File: config.mk
export PLATFORM = sky130hd
export DESIGN_NAME = pe_sequencer
export DESIGN_NICKNAME = d
export VERILOG_FILES = /design/src/rtl/pe_sequencer.sv
export SDC_FILE = /design/constraint.sdc
export NUM_CORES = 1
export LEC_CHECK = 0
export ABC_AREA = 0
export BUFFER_PORTS_ARGS = -buffer_cell sky130_fd_sc_hd__buf_2
export CORE_ASPECT_RATIO = 1.2
export CORE_MARGIN = 5
export CORE_UTILIZATION = 53
export CTS_CLUSTER_SIZE = 14
export DETAILED_ROUTE_END_ITERATION = 8
export HOLD_SLACK_MARGIN = 0.05
export PLACE_DENSITY = 0.79
export SYNTH_ARGS = -nofsm -noshare
export SYNTH_HDL_FRONTEND = slang
export SYNTH_SLANG_ARGS = --single-unit
File: constraint.sdc
create_clock -name clk -period 2.4 [get_ports clk]
set_input_delay 0.48 -clock clk [delete_from_list [all_inputs] [get_ports clk]]
set_output_delay 0.48 -clock clk [all_outputs]
set_load 0.01 [all_outputs]
File: src/rtl/pe_sequencer.sv
// Job sequencer for a single processing element: streams weights then activations
// into the PE, then issues ITERATIONS compute passes with per-wait timeout supervision.
module pe_sequencer #(
  parameter int DATA_WIDTH      = 16,
  parameter int KERNEL_SIZE     = 3,
  parameter int ACTIVATION_SIZE = 5,
  parameter int TIMEOUT_CYCLES  = 255
) (
  input  logic                  clk,
  input  logic                  reset,
  input  logic                  job_start,
  output logic                  job_busy,
  output logic                  job_done,
  output logic                  job_error,
  input  logic                  src_valid,
  output logic                  src_ready,
  input  logic [DATA_WIDTH-1:0] src_data,
  output logic [DATA_WIDTH-1:0] pe_filter_input,
  output logic [DATA_WIDTH-1:0] pe_activation_input,
  output logic                  pe_load_enable_weight,
  output logic                  pe_load_enable_activation,
  output logic                  pe_start,
  input  logic                  pe_load_done,
  input  logic                  pe_compute_done,
  output logic [7:0]            iter_index,
  output logic [2:0]            state_dbg
);

  localparam int ITERATIONS = ACTIVATION_SIZE - KERNEL_SIZE + 1;
  localparam int LOAD_MAX   = (KERNEL_SIZE > ACTIVATION_SIZE) ? KERNEL_SIZE : ACTIVATION_SIZE;
  localparam int LCW        = $clog2(LOAD_MAX + 1);
  localparam int TCW        = $clog2(TIMEOUT_CYCLES + 1);

  typedef enum logic [2:0] {
    IDLE         = 3'd0,
    LOAD_W       = 3'd1,
    LOAD_A       = 3'd2,
    WAIT_LOAD    = 3'd3,
    ISSUE        = 3'd4,
    WAIT_COMPUTE = 3'd5,
    DONE         = 3'd6,
    ERROR        = 3'd7
  } state_t;

  state_t           state;
  state_t           next_state;
  logic [LCW-1:0]   load_cnt;
  logic [TCW-1:0]   wait_cnt;
  logic             xfer;
  logic             start_job;
  logic             load_inc;
  logic             load_clr;
  logic             wait_inc;
  logic             wait_clr;
  logic             iter_inc;
  logic             go_error;
  logic             timeout_hit;

  // Source handshake: a word moves on a rising edge where src_valid && src_ready.
  // src_ready is a pure decode of the state and never looks at src_valid.
  assign src_ready   = (state == LOAD_W) || (state == LOAD_A);
  assign xfer        = src_valid && src_ready;
  assign timeout_hit = (wait_cnt == TCW'(TIMEOUT_CYCLES - 1));
  assign state_dbg   = state;

  always_ff @(posedge clk or posedge reset) begin
    if (reset) begin
      state <= IDLE;
    end else begin
      state <= next_state;
    end
  end

  always_comb begin
    next_state = state;
    start_job  = 1'b0;
    load_inc   = 1'b0;
    load_clr   = 1'b0;
    wait_inc   = 1'b0;
    wait_clr   = 1'b0;
    iter_inc   = 1'b0;
    go_error   = 1'b0;
    case (state)
      IDLE, ERROR: begin
        if (job_start) begin
          start_job  = 1'b1;
          next_state = LOAD_W;
        end
      end
      LOAD_W: begin
        if (xfer) begin
          if (load_cnt == LCW'(KERNEL_SIZE - 1)) begin
            load_clr   = 1'b1;
            next_state = LOAD_A;
          end else begin
            load_inc = 1'b1;
          end
        end
      end
      LOAD_A: begin
        if (xfer) begin
          if (load_cnt == LCW'(ACTIVATION_SIZE - 1)) begin
            load_clr   = 1'b1;
            wait_clr   = 1'b1;
            next_state = WAIT_LOAD;
          end else begin
            load_inc = 1'b1;
          end
        end
      end
      WAIT_LOAD: begin
        // The status wins over a timeout expiring in the same cycle.
        if (pe_load_done) begin
          next_state = ISSUE;
        end else if (timeout_hit) begin
          go_error   = 1'b1;
          next_state = ERROR;
        end else begin
          wait_inc = 1'b1;
        end
      end
      ISSUE: begin
        wait_clr   = 1'b1;
        next_state = WAIT_COMPUTE;
      end
      WAIT_COMPUTE: begin
        if (pe_compute_done) begin
          iter_inc = 1'b1;
          if (iter_index + 8'd1 == 8'(ITERATIONS)) begin
            next_state = DONE;
          end else begin
            next_state = ISSUE;
          end
        end else if (timeout_hit) begin
          go_error   = 1'b1;
          next_state = ERROR;
        end else begin
          wait_inc = 1'b1;
        end
      end
      DONE: begin
        next_state = IDLE;
      end
      default: begin
        next_state = IDLE;
      end
    endcase
  end

  // Every non-handshake output is registered from the next-state decision, so
  // pulses line up exactly with the state they belong to.
  always_ff @(posedge clk or posedge reset) begin
    if (reset) begin
      load_cnt                  <= '0;
      wait_cnt                  <= '0;
      iter_index                <= '0;
      job_busy                  <= 1'b0;
      job_done                  <= 1'b0;
      job_error                 <= 1'b0;
      pe_start                  <= 1'b0;
      pe_load_enable_weight     <= 1'b0;
      pe_load_enable_activation <= 1'b0;
      pe_filter_input           <= '0;
      pe_activation_input       <= '0;
    end else begin
      job_busy                  <= !((next_state == IDLE) || (next_state == ERROR));
      job_done                  <= (next_state == DONE);
      pe_start                  <= (next_state == ISSUE);
      pe_load_enable_weight     <= (state == LOAD_W) && xfer;
      pe_load_enable_activation <= (state == LOAD_A) && xfer;

      if ((state == LOAD_W) && xfer) begin
        pe_filter_input <= src_data;
      end
      if ((state == LOAD_A) && xfer) begin
        pe_activation_input <= src_data;
      end

      if (start_job || load_clr) begin
        load_cnt <= '0;
      end else if (load_inc) begin
        load_cnt <= load_cnt + LCW'(1);
      end

      if (start_job || wait_clr) begin
        wait_cnt <= '0;
      end else if (wait_inc) begin
        wait_cnt <= wait_cnt + TCW'(1);
      end

      if (start_job) begin
        iter_index <= '0;
      end else if (iter_inc) begin
        iter_index <= iter_index + 8'd1;
      end

      if (start_job) begin
        job_error <= 1'b0;
      end else if (go_error) begin
        job_error <= 1'b1;
      end
    end
  end

endmodule

==> results.yml <==
grt:
  track_usage_pct: 18.6
  globalRouteOverflowTotal: 0
  grt_pass1_wl_mm: 10.4
  antenna_found_initial: 0
  grt_start_max_net_pins: 32
  grt_pass1_vias: 2223
route:
  wire_per_inst_um: 15.2
  drc: 0
  first_iter_violations: 89
  via_count: 2185
  ant_nets: 0
  vias_per_cell: 5.52
  drt_first_pass_iters: 4
  drt-total-wl_mm: 6.02
clocking:
  cts_resized: 0
  clk_pin_slew_worst_paths_ns: 0.08
  cts_setup_buffers: 0
  max-clock-path-buffers: 2
  ctsHoldBuffers: 0
  h-tree-depth: 3
  cts-root-buf: "clkbuf_8"
  cts_tree: "built"
  clkLatencyLatePin_ns: 0.34
  clkSinkCount: 60
  cts-buffers-inserted: 9
synth:
  syn-cell-area_um2: 2890
  ys_seq_area_share_pct: 51.9
  synth.avg_cell_area_um2: 11.6
  ys_warn_count: 0
  synthTopCellsByArea: "dfrtp_1 52%, mux2_2 12%, ha_1 3.0%"
  syn_inst: 250
  synth.top_cell.area_share_pct: 51.9
  synth.distinct_cells: 50
  syn-num-nets: 279
  synth_edf_count: 0
  async_flop_share_pct: 100
  synth_ff_type: "dfrtp_1"
  yosysTopAreaCell: "dfrtp_1"
  ys_ff_latch: 60
worst_setup_path:
  crit_path_cell_trace: "ha_1, a211o_1, a211o_1, a2111oi_4, or2_4, o22ai_2"
  required_ns: 2.62
  reg2reg_depth: 6
  critical-path-max-stage-delay_ns: 0.45
  worst-setup-path-type: "flip-flop to flip-flop"
  rr_endpoint: "job_busy"
  path_common_cell: "a211o_1"
  cp_slowest_cell: "dfrtp_1"
  startpoint_type: "flip-flop"
  end_kind: "flip-flop"
  crit_end: "job_busy"
  rrSetupSlack_ns: 0.21
  crit_start: "iter_index[0]"
  cp.arrival_ns: 2.40
  r2r-start: "iter_index[0]"
  cp_max_fo: 7
finish:
  n_antenna_cell: 0
  multiInputGateArea_um2: 1300
  synthToLayoutAreaGrowth_pct: 21.4
  seqCellArea_um2: 1500
  finalNonFillerCells: 396
  final_nets: 358
  drive_above_1_share_pct: 42.2
  n_fill_cell: 413
  finish.utilization_pct: 66.3
timing:
  tns_ns: 0
  slew_viol_final: 0
  fmax_mhz: 457
  setup_violations: 0
  period_minus_slack_ns: 2.19
  period_share_pct: 91.1
  fin_ws_ns: 0.213
  tightest_slew_ns: 0.628
  fin_skew_ns: 0.00987
  hold_viol_final: 0
  slew_headroom_pct: 58.1
  rsz0062_at_grt: "false"
power:
  p_seq_share_pct: 41.3
  p_total_w: 0.00396
  switchingPower_w: 0.00145
  netSwitchingFraction_pct: 36.6
  comb_power_share_pct: 37.6
  ir_worst_vdd_uv: 746
  p_clk_share_pct: 21.0
  p_int_w: 0.00252
  p_leak_nw: 1.67
  p_per_area_nw_per_um2: 1130
floorplan:
  io-pin-count: 72
  start_util_pct: 54.6
  die_h_um: 90.9
  die_x_um: 77.5
  core_um2: 5300
  num_rows: 29
  die-area_um2: 7040
placement:
  gp_congestion: 0.819
  hpwlAfterDp_mm: 4.37
  portBuffers: 71
  dpl.cell_count: 380
  place_ws_ns: 0.240
job:
  max-cap-violations: 0
status:
  status: "completed"
worst_hold_path:
  hp-class: "primary input to asynchronous set/reset pin"
cells by family after synthesis:
kind of cell / after synthesis / synth area share, %
simple gates: 83 / 15.8
xor+xnor: 13 / 3.93
buf+inv: 19 / 3.24
mux: 32 / 12.5
fa+ha+maj: 7 / 3.03
flops: 60 / 51.9
compound gates: 36 / 9.69
cells in the mapped netlist, types with 2 or more instances:
master,instances
a211o_1,3
a21boi_0,2
a21oi_1,4
and2_1,2
and4_1,2
buf_2,5
buf_4,2
clkbuf_1,2
dfrtp_1,60
ha_1,7
inv_1,8
mux2_2,32
nand2_1,17
nand2b_1,4
nand3_1,11
nand4_1,5
nor2_1,17
nor2b_1,4
nor3_1,5
nor4_1,3
o21ai_0,12
o41ai_1,2
or2b_1,3
xnor2_1,8
xor2_1,5
worst min-delay path by stage:
stage,startpoint,slack (ns),end,depth (start not counted)
floorplan,wait_cnt[5],0.50,wait_cnt[5],2
global placement,job_error,0.47,job_error,1
detailed placement,job_error,0.48,job_error,1
CTS,reset,0.22,pe_load_enable_activation,2
global route,reset,0.25,iter_index[4],2
finish,reset,0.21,pe_load_enable_activation,2
metal layers:
metal / track usage, % / vias up / share of wire, %
met2: 28.5 / 68 / 48
met3: 7.82 / 12 / 7.6
met4: 7.16 / 0 / 2.0
li1: - / 1039 / -
met1: 23.3 / 1066 / 42
met5: 0 / - / 0
power by group through the flow:
stage | sequential [W] | combinational (W) | clock, W
after floorplan | 0.00177 | 0.000828 | 0
after global placement | 0.00163 | 0.00147 | 0
after detailed placement | 0.00165 | 0.00151 | 0
after CTS | 0.00164 | 0.00152 | 0.000862
after global routing | 0.00169 | 0.00166 | 0.000918
final | 0.00164 | 0.00149 | 0.000833
stage by stage:
step / cell area (um^2) / hold slack (ns)
final: 3510 / 0.205
after global routing: 3510 / 0.251
after CTS: 3510 / 0.224
after detailed placement: 3330 / 0.482
after global placement: 3330 / 0.469
after floorplan: 2890 / 0.503
final cells by class:
cell class / instances / area share [%]
Inverter: 8 / 0.855
Tap cell: 62 / 2.21
Clock inverter: 6 / 1.35
Clock buffer: 10 / 3.92
Timing Repair Buffer: 79 / 11.8
Sequential cell: 60 / 42.7
Multi-Input combinational cell: 171 / 37.1
flip-flops by register name, summed over array words and instances (netlist names):
signal	flops
iter_index	8
job_busy	1
job_done	1
job_error	1
load_cnt	3
pe_activation_input	16
pe_filter_input	16
pe_load_enable_activation	1
pe_load_enable_weight	1
pe_start	1
state_dbg	3
wait_cnt	8
placed cells by master (no fill, tap or decap), drive strengths merged, types with 2 or more instances in the layout:
| cell type | n |
|---|---|
| buf | 79 |
| dfrtp | 60 |
| mux2 | 32 |
| nand2 | 17 |
| nor2 | 17 |
| o21ai | 13 |
| nand3 | 12 |
| clkbuf | 10 |
| inv | 10 |
| xnor2 | 8 |
| ha | 7 |
| nand4 | 5 |
| xor2 | 5 |
| nor3 | 5 |
| nor2b | 4 |
| nand2b | 4 |
| a21oi | 4 |
| clkinvlp | 4 |
| a211o | 4 |
| or2b | 3 |
| nor4 | 3 |
| and2 | 3 |
| and4 | 2 |
| o41ai | 2 |
| a21boi | 2 |
| and3 | 2 |
| o22ai | 2 |
worst max-delay path: cells and delay by family (launching register included):
kind | cells | cell delay, ns
compound gates | 4 | 1.10
simple gates | 1 | 0.20
fa+ha+maj | 1 | 0.31
flops | 1 | 0.45
(Power assumes the default switching activity.)
